## src/rtl/router_fsm_n.sv

```systemverilog
`default_nettype none
// ============================================================================
// Module      : router_fsm_n
// Description : Packet router control FSM. It decodes the header address,
//               sequences the register-block writes, stalls on a full FIFO,
//               waits for an occupied FIFO to drain, drops bad packets and
//               counts completed packets.
// Revision    : 1.0 - initial release
// ============================================================================
module router_fsm_n #(
    parameter int DATA_W   = 8,
    parameter int NUM_CH   = 3,
    parameter int ADDR_W   = 2,
    parameter int WAIT_MAX = 30
) (
    input  logic              clk,
    input  logic              rst,
    input  logic              pkt_valid,
    input  logic [DATA_W-1:0] din,
    input  logic              fifo_full,
    input  logic [NUM_CH-1:0] fifo_empty,
    input  logic [NUM_CH-1:0] soft_rst,
    input  logic              parity_done,
    input  logic              low_pkt_valid,
    output logic              detect_add,
    output logic              lfd_state,
    output logic              ld_state,
    output logic              laf_state,
    output logic              full_state,
    output logic              drop_state,
    output logic              wr_en_reg,
    output logic              rst_in_reg,
    output logic              busy,
    output logic [ADDR_W-1:0] addr_q,
    output logic              wait_timeout,
    output logic [15:0]       pkt_count
);

    typedef enum logic [3:0] {
        DECODE_ADDRESS     = 4'd0,
        LOAD_FIRST_DATA    = 4'd1,
        LOAD_DATA          = 4'd2,
        FIFO_FULL_STATE    = 4'd3,
        LOAD_AFTER_FULL    = 4'd4,
        LOAD_PARITY        = 4'd5,
        CHECK_PARITY_ERROR = 4'd6,
        WAIT_TILL_EMPTY    = 4'd7,
        DROP_PACKET        = 4'd8
    } state_t;

    localparam logic [7:0] c_WAIT_LAST = 8'(WAIT_MAX - 1);

    state_t            r_state;
    state_t            w_next;
    logic [7:0]        r_wait_cnt;
    logic [ADDR_W-1:0] w_din_addr;
    logic              w_addr_ok;
    logic              w_din_empty;
    logic              w_cur_empty;
    logic              w_soft_hit;
    logic              w_timeout;
    logic              w_pkt_done;
    logic              w_unused_din;

    assign w_din_addr   = din[ADDR_W-1:0];
    assign w_addr_ok    = int'(w_din_addr) < NUM_CH;
    assign w_unused_din = ^din[DATA_W-1:ADDR_W];

    // Out-of-range addresses select nothing, so they read as not-empty / no soft reset.
    always_comb begin
        w_din_empty = 1'b0;
        w_cur_empty = 1'b0;
        w_soft_hit  = 1'b0;
        for (int i = 0; i < NUM_CH; i++) begin
            if (w_din_addr == ADDR_W'(i)) begin
                w_din_empty = fifo_empty[i];
            end
            if (addr_q == ADDR_W'(i)) begin
                w_cur_empty = fifo_empty[i];
                w_soft_hit  = soft_rst[i];
            end
        end
    end

    always_comb begin
        w_next     = r_state;
        w_timeout  = 1'b0;
        w_pkt_done = 1'b0;
        case (r_state)
            DECODE_ADDRESS: begin
                if (pkt_valid) begin
                    if (!w_addr_ok)       w_next = DROP_PACKET;
                    else if (w_din_empty) w_next = LOAD_FIRST_DATA;
                    else                  w_next = WAIT_TILL_EMPTY;
                end
            end
            LOAD_FIRST_DATA: w_next = LOAD_DATA;
            LOAD_DATA: begin
                if (fifo_full)       w_next = FIFO_FULL_STATE;
                else if (!pkt_valid) w_next = LOAD_PARITY;
            end
            FIFO_FULL_STATE: begin
                if (!fifo_full) w_next = LOAD_AFTER_FULL;
            end
            LOAD_AFTER_FULL: begin
                if (parity_done) begin
                    w_next     = DECODE_ADDRESS;
                    w_pkt_done = 1'b1;
                end else if (low_pkt_valid) begin
                    w_next = LOAD_PARITY;
                end else begin
                    w_next = LOAD_DATA;
                end
            end
            LOAD_PARITY: w_next = CHECK_PARITY_ERROR;
            CHECK_PARITY_ERROR: begin
                if (fifo_full) begin
                    w_next = FIFO_FULL_STATE;
                end else begin
                    w_next     = DECODE_ADDRESS;
                    w_pkt_done = 1'b1;
                end
            end
            WAIT_TILL_EMPTY: begin
                if (w_cur_empty) begin
                    w_next = LOAD_FIRST_DATA;
                end else if (r_wait_cnt == c_WAIT_LAST) begin
                    w_next    = DROP_PACKET;
                    w_timeout = 1'b1;
                end
            end
            DROP_PACKET: begin
                if (!pkt_valid) w_next = DECODE_ADDRESS;
            end
            default: w_next = DECODE_ADDRESS;
        endcase

        // A soft reset of the active channel aborts the packet without counting it.
        if (r_state != DECODE_ADDRESS && w_soft_hit) begin
            w_next     = DECODE_ADDRESS;
            w_timeout  = 1'b0;
            w_pkt_done = 1'b0;
        end
    end

    always_ff @(posedge clk) begin
        if (rst) begin
            r_state      <= DECODE_ADDRESS;
            r_wait_cnt   <= 8'd0;
            addr_q       <= '0;
            pkt_count    <= 16'd0;
            wait_timeout <= 1'b0;
            detect_add   <= 1'b1;
            lfd_state    <= 1'b0;
            ld_state     <= 1'b0;
            laf_state    <= 1'b0;
            full_state   <= 1'b0;
            drop_state   <= 1'b0;
            wr_en_reg    <= 1'b0;
            rst_in_reg   <= 1'b0;
            busy         <= 1'b0;
        end else begin
            r_state <= w_next;
            if (r_state == DECODE_ADDRESS && w_next != DECODE_ADDRESS) begin
                addr_q <= w_din_addr;
            end
            if (r_state == WAIT_TILL_EMPTY && w_next == WAIT_TILL_EMPTY) begin
                r_wait_cnt <= r_wait_cnt + 8'd1;
            end else begin
                r_wait_cnt <= 8'd0;
            end
            if (w_pkt_done && pkt_count != 16'hFFFF) begin
                pkt_count <= pkt_count + 16'd1;
            end
            wait_timeout <= w_timeout;
            // Flags are registered from the next state so they track r_state exactly.
            detect_add   <= (w_next == DECODE_ADDRESS);
            lfd_state    <= (w_next == LOAD_FIRST_DATA);
            ld_state     <= (w_next == LOAD_DATA);
            laf_state    <= (w_next == LOAD_AFTER_FULL);
            full_state   <= (w_next == FIFO_FULL_STATE);
            drop_state   <= (w_next == DROP_PACKET);
            wr_en_reg    <= (w_next == LOAD_DATA) || (w_next == LOAD_AFTER_FULL) ||
                            (w_next == LOAD_PARITY);
            rst_in_reg   <= (w_next == CHECK_PARITY_ERROR);
            busy         <= (w_next == LOAD_FIRST_DATA) || (w_next == FIFO_FULL_STATE) ||
                            (w_next == LOAD_AFTER_FULL) || (w_next == LOAD_PARITY) ||
                            (w_next == CHECK_PARITY_ERROR) || (w_next == WAIT_TILL_EMPTY);
        end
    end

endmodule
`default_nettype wire
```

## config.mk

```make
export PLATFORM = sky130hd
export DESIGN_NAME = router_fsm_n
export DESIGN_NICKNAME = d
export VERILOG_FILES = /design/src/rtl/router_fsm_n.sv
export SDC_FILE = /design/constraint.sdc
export NUM_CORES = 1
export LEC_CHECK = 0
export BUFFER_PORTS_ARGS = -buffer_cell sky130_fd_sc_hd__buf_2
export CAP_MARGIN = 10
export CORE_MARGIN = 3
export CORE_UTILIZATION = 45
export DETAILED_ROUTE_END_ITERATION = 16
export GPL_ROUTABILITY_DRIVEN = 0
export PLACE_DENSITY = 0.78
export SYNTH_ARGS = -nofsm -noshare
export SYNTH_HDL_FRONTEND = slang
export SYNTH_SLANG_ARGS = --single-unit
```

## constraint.sdc

```tcl
create_clock -name clk -period 1.8 [get_ports clk]
set_input_delay 0.09 -clock clk [delete_from_list [all_inputs] [get_ports clk]]
set_output_delay 0.09 -clock clk [all_outputs]
set_load 0.02 [all_outputs]
```

==> results.toml, run 1 <==
[status]
outcome = "complete, but fails checks"
violations = "setup timing"

[logic_synthesis]
yosysTopAreaCell = "dfxtp_1"
syn_inst = 218
synth_nets = 241
avgSynthCellArea_um2 = 8.79
yosys.area_share.adder = 0.0248
yosys_warnings = 0
synthDistinctLibCells = 42
synth_area_leaders = "dfxtp_1, xor2_1, nor2_1"
synth-simple-area-share = 0.314
synth_xor_area_frac = 0.0914
netlist_area_um2 = 1920
synthFlopType = "dfxtp_1"
synth_edf_count = 0
async_reset_ff_frac = 0
yosysSeqAreaShare = 0.418
synth_top_family_by_area = "simple AND/OR/NAND/NOR gates"
synth-compound-area-share = 0.0973
muxShareOfSynthArea = 0.0261
synthDominantCellAreaShare = 0.418
ys_seq_elements = 40

[clock_tree]
path_clk_slew_ps = 80
ctsHtreeMaxLevel = 2
cts_max_path_buffers = 2
cts_root_buffer = "clkbuf_8"
cts_inserted_buffers = 5
cts_num_sinks = 40
cts_tree = "yes"
clock_latency_ps = 300
hold_buffers = 0

[routing]
totalWireLength_mm = 4.60
via_count = 1814
post_drt_via_cell_ratio = 5.23
drc = 0
drt-wirelength-per-cell_um = 13.3
drt-pass1-iter-count = 4
ant_nets = 0
drt_iter0_markers = 87

[die]
rows = 23
core_um2 = 4060
ios = 48
start_util = 0.472
die_h_um = 71.2
fp.dieArea_um2 = 5080
die_w_um = 71.2

[critical_path]
path_class = "flop to flop"
endpoint_kind = "flop"
start_kind = "flop"
critPathRequiredTime_ps = 2030
worstPathArrival_ps = 2170
cp_slowest_cell = "or3b_4"
slowest_delay_ps = 430
crit_fanout = 3
path_cells = "inv_2 -> ha_4 -> nor4b_4 -> nand2_1 -> o2111a_1 -> a2111oi_4 -> or3b_4 -> o22ai_2"

[sta]
worst_pin_slew_ps = 317
rsz0062_at_grt = "true"
finalSetupTns_ps = -638
drv_slew = 0
final.period_utilization = 1.08
fin_worst_skew_ps = 10.9
hold_viol_final = 0
relSlewSlack = 0.789
min_period_ps = 1940
max_freq_mhz = 516
setup_viol = 7
worst_slack_ps = -139

[layout]
most-common-layout-cells = "buf_2, buf_4, nor2_1"
mostFrequentLayoutCell = "buf_2"
syn_to_final_growth_pct = 39.8
largest_reg_flops = 16
diodes = 0
fin_area_um2 = 2680
top_register = "pkt_count"
finish.net_count = 319
layout.cells.non_filler = 347
reg_top3 = "pkt_count x16, r_wait_cnt x8, r_state x4"
drive_gt1_frac = 0.424

[global_route]
grt_pass1_vias = 1765
antenna_found_initial = 0
track_usage = 0.189
grt_overflow = 0
grt_max_degree = 19
grt_pass1_wl_mm = 7.76

[power]
power_frac_clock = 0.210
intPower_w = 0.00193
comb_power_share = 0.419
p_leak_nw = 1.21
power_density_nw_per_um2 = 1090
swShare = 0.341
netSwitchingPower_w = 0.000999
power_w = 0.00293
seq_power_share = 0.371
peakVddDrop_mv = 0.813

[placed_design]
dp_hpwl_mm = 3.25
post-place-cells = 334
dp_slack_ps = -87.0
io_buffers = 41
placed_cell_area_um2 = 2410

[min_path]
hold_class = "input pin to flop"

[flow_run]
drv_cap = 0
[power by group through the flow]
stage / Combinational, W / Clock, W / Sequential [W]
detailed placement: 0.000978 / 0 / 0.00109
CTS: 0.00102 / 0.000628 / 0.00108
global route: 0.00132 / 0.000662 / 0.00110
global placement: 0.000966 / 0 / 0.00108
finish: 0.00123 / 0.000615 / 0.00109
floorplan: 0.000488 / 0 / 0.00113
[cell families after synthesis]
kind of cell | count (synthesis)
AND/OR/NAND/NOR | 110
adder cells (fa/ha/maj) | 4
flip-flops | 40
multiplexers | 5
buffers and inverters | 13
XOR/XNOR | 20
AO/OA/AOI/OAI | 26
[metal layers]
metal | vias to the layer above | GRT usage | share of wire
met1 | 853 | 0.220 | 0.42
met4 | 0 | 0.0710 | 0.017
met3 | 10 | 0.0519 | 0.040
met5 | - | 0 | 0
li1 | 916 | - | -
met2 | 35 | 0.329 | 0.52
[final timing paths]
path | startpoint | slack, ps | depth (start not counted) | to
max reg2reg | r_wait_cnt[1] | -140 | 8 | wr_en_reg
max | r_wait_cnt[1] | -140 | 8 | wr_en_reg
min reg2reg | pkt_count[6] | 510 | 2 | pkt_count[6]
min | din[1] | 90 | 3 | addr_q[1]
[critical path, delay by kind of cell (launching register included)]
kind / cells / cell delay, ps
flops: 1 / 330
buf+inv: 1 / 60
fa+ha+maj: 1 / 110
compound gates: 3 / 610
simple gates: 3 / 760
[cells in the mapped netlist, drive strengths merged, types with 2 or more instances]
cell     n
a21oi    9
and2     3
and3     5
and4     3
buf      5
clkbuf   3
dfxtp   40
ha       3
inv      5
mux2i    5
nand2   12
nand2b   3
nand3   14
nand3b   5
nand4    7
nand4b   3
nor2    36
nor2b    3
nor3     6
nor3b    3
nor4     2
o21ai    4
o21bai   3
o22ai    4
xnor2    3
xor2    17
[through the flow]
step | hold slack, ps | util
2_1_floorplan | 162 | -
3_3_place_gp | 378 | 0.595
3_5_place_dp | 389 | 0.595
4_1_cts | 82.8 | 0.632
5_1_grt | 94.7 | 0.660
6_report | 90.6 | 0.660
[cell type report]
class,count,area (um^2)
Sequential cell,40,821
Timing Repair Buffer,79,499
Tap cell,50,62.6
Inverter,5,18.8
Clock buffer,6,82.6
Multi-Input combinational cell,165,1180
Clock inverter,2,10.0
Fill cell,308,1380
[timing repair]
action / CTS / global route
gates resized for setup: 14 / 25
pin swaps: 2 / 6
endpoints found under the setup margin: 16 / 29
buffers inserted: 1 / 4
(Power assumes the default switching activity.)
==> run 2, diff against run 1 <==
Clock period 1.8 ns to 1.65 ns, I/O delays scaled along.
==> results.toml, run 2 (synthesized netlist as in run 1, its figures left out) <==
[status]
outcome = "complete, but fails checks"
violations = "setup timing"

[global_route]
grt_overflow = 0
grt_pass1_wl_mm = 8.91
grt_max_degree = 26
grt_pass1_vias = 1948
track_usage = 0.218
antenna_found_initial = 0

[power]
intPower_w = 0.00237
seq_power_share = 0.331
comb_power_share = 0.427
peakVddDrop_mv = 1.16
power_frac_clock = 0.242
swShare = 0.341
p_leak_nw = 1.34
netSwitchingPower_w = 0.00123
power_density_nw_per_um2 = 1180
power_w = 0.00360

[routing]
via_count = 2053
totalWireLength_mm = 6.00
drt-wirelength-per-cell_um = 16.6
drt-pass1-iter-count = 4
post_drt_via_cell_ratio = 5.67
drt_iter0_markers = 148
drc = 0
ant_nets = 0

[sta]
min_period_ps = 2000
rsz0062_at_grt = "true"
worst_pin_slew_ps = 591
hold_viol_final = 0
final.period_utilization = 1.21
drv_slew = 0
setup_viol = 38
fin_worst_skew_ps = 6.00
worst_slack_ps = -352
relSlewSlack = 0.606
max_freq_mhz = 499

[min_path]
hold_class = "input pin to flop"

[critical_path]
worstPathArrival_ps = 2230
crit_buf_inv = 1
path_cells = "inv_2 -> ha_4 -> nor4b_4 -> nand2_1 -> o2111a_1 -> a2111oi_4 -> or3b_4 -> o22ai_2"
crit_family = "simple AND/OR/NAND/NOR gates"
cp_slowest_cell = "or3b_4"
endpoint_kind = "flop"
slowest_delay_ps = 440
crit_fanout = 2
start_kind = "flop"
path_class = "flop to flop"
critPathRequiredTime_ps = 1870

[die]
fp.dieArea_um2 = 5080
core_um2 = 4060
start_util = 0.472
ios = 48
die_w_um = 71.2
die_h_um = 71.2
rows = 23

[layout]
mostFrequentLayoutCell = "buf_2"
most-common-layout-cells = "buf_2, buf_4, dfxtp_1"
nFillCells = 252
largest_reg_flops = 16
drive_gt1_frac = 0.529
reg_top3 = "pkt_count x16, r_wait_cnt x8, r_state x4"
finish.net_count = 334
diodes = 0
top_register = "pkt_count"
syn_to_final_growth_pct = 58.9

[clock_tree]
cts_root_buffer = "clkbuf_8"
clock_latency_ps = 290
cts_max_path_buffers = 2
path_clk_slew_ps = 80
cts_num_sinks = 40
cts_inserted_buffers = 5
ctsHtreeMaxLevel = 2
cts_tree = "yes"

[placed_design]
io_buffers = 41
dp_slack_ps = -288
dp_hpwl_mm = 3.30

[flow_run]
drv_cap = 0
## run 2: cell types whose count changed in the layout (fill, tap and decap cells not counted), sizes merged
cell / delta
bufinv: +1
clkinv: -2
buf: +16
## run 2: metal layers
metal,track usage,vias to the layer above,part of all wire
met1,0.286,980,0.41
met2,0.344,101,0.49
li1,-,954,-
met5,0,-,0
met3,0.0519,18,0.068
met4,0.0898,0,0.029
## run 2: layout make-up
cell class	instances	area (um^2)	area share
multi-input cells	165	1350	0.445
flip-flops and latches	40	827	0.272
repair buffers	94	656	0.215
clock buffers	7	96.3	0.0316
well taps	50	62.6	0.0206
clock inverters	1	30.0	0.00986
inverters	5	18.8	0.00617
## run 2: path summary, 6_finish.rpt
| check | start | end | slack [ps] | cells past startpoint |
|---|---|---|---|---|
| max | r_wait_cnt[1] | wr_en_reg | -350 | 8 |
| min | din[1] | addr_q[1] | 80 | 3 |
| max reg2reg | r_wait_cnt[1] | wr_en_reg | -350 | 8 |
| min reg2reg | addr_q[0] | addr_q[0] | 520 | 2 |
## run 2: what timing repair did
action	4_1_cts	5_1_grt
buffers inserted	8	13
endpoints found under the setup margin	30	38
pin swaps	20	17
resized for setup	38	44
hold buffers	0	0
endpoints found under the hold margin	0	0
## run 2: worst register-to-register path, delay by kind of cell, from the launching register on
kind | cells | cell delay [ps]
AO/OA/AOI/OAI | 3 | 660
adder cells (fa/ha/maj) | 1 | 110
buffers and inverters | 1 | 60
flip-flops | 1 | 340
AND/OR/NAND/NOR | 3 | 760
## run 2: power by group through the flow
| stage | logic (W) | clock network, W | registers (W) |
|---|---|---|---|
| finish | 0.00154 | 0.000871 | 0.00119 |
| global route | 0.00164 | 0.000926 | 0.00120 |
| CTS | 0.00116 | 0.000882 | 0.00118 |
| detailed placement | 0.000987 | 0 | 0.00118 |
| global placement | 0.000977 | 0 | 0.00118 |
| floorplan | 0.000557 | 0 | 0.00123 |
## run 2: metrics by stage
step / hold WS [ps] / cell area (um^2) / setup TNS [ps] / std cells / util
2_1_floorplan: 154 / 1970 / -427 / 218 / -
3_3_place_gp: 381 / 2460 / -1700 / 336 / 0.607
3_5_place_dp: 384 / 2460 / -2910 / 336 / 0.607
4_1_cts: 80.5 / 2800 / -2120 / 352 / 0.690
5_1_grt: 99.5 / 3040 / -9010 / 362 / 0.750
6_report: 84.0 / 3040 / -5930 / 362 / 0.750
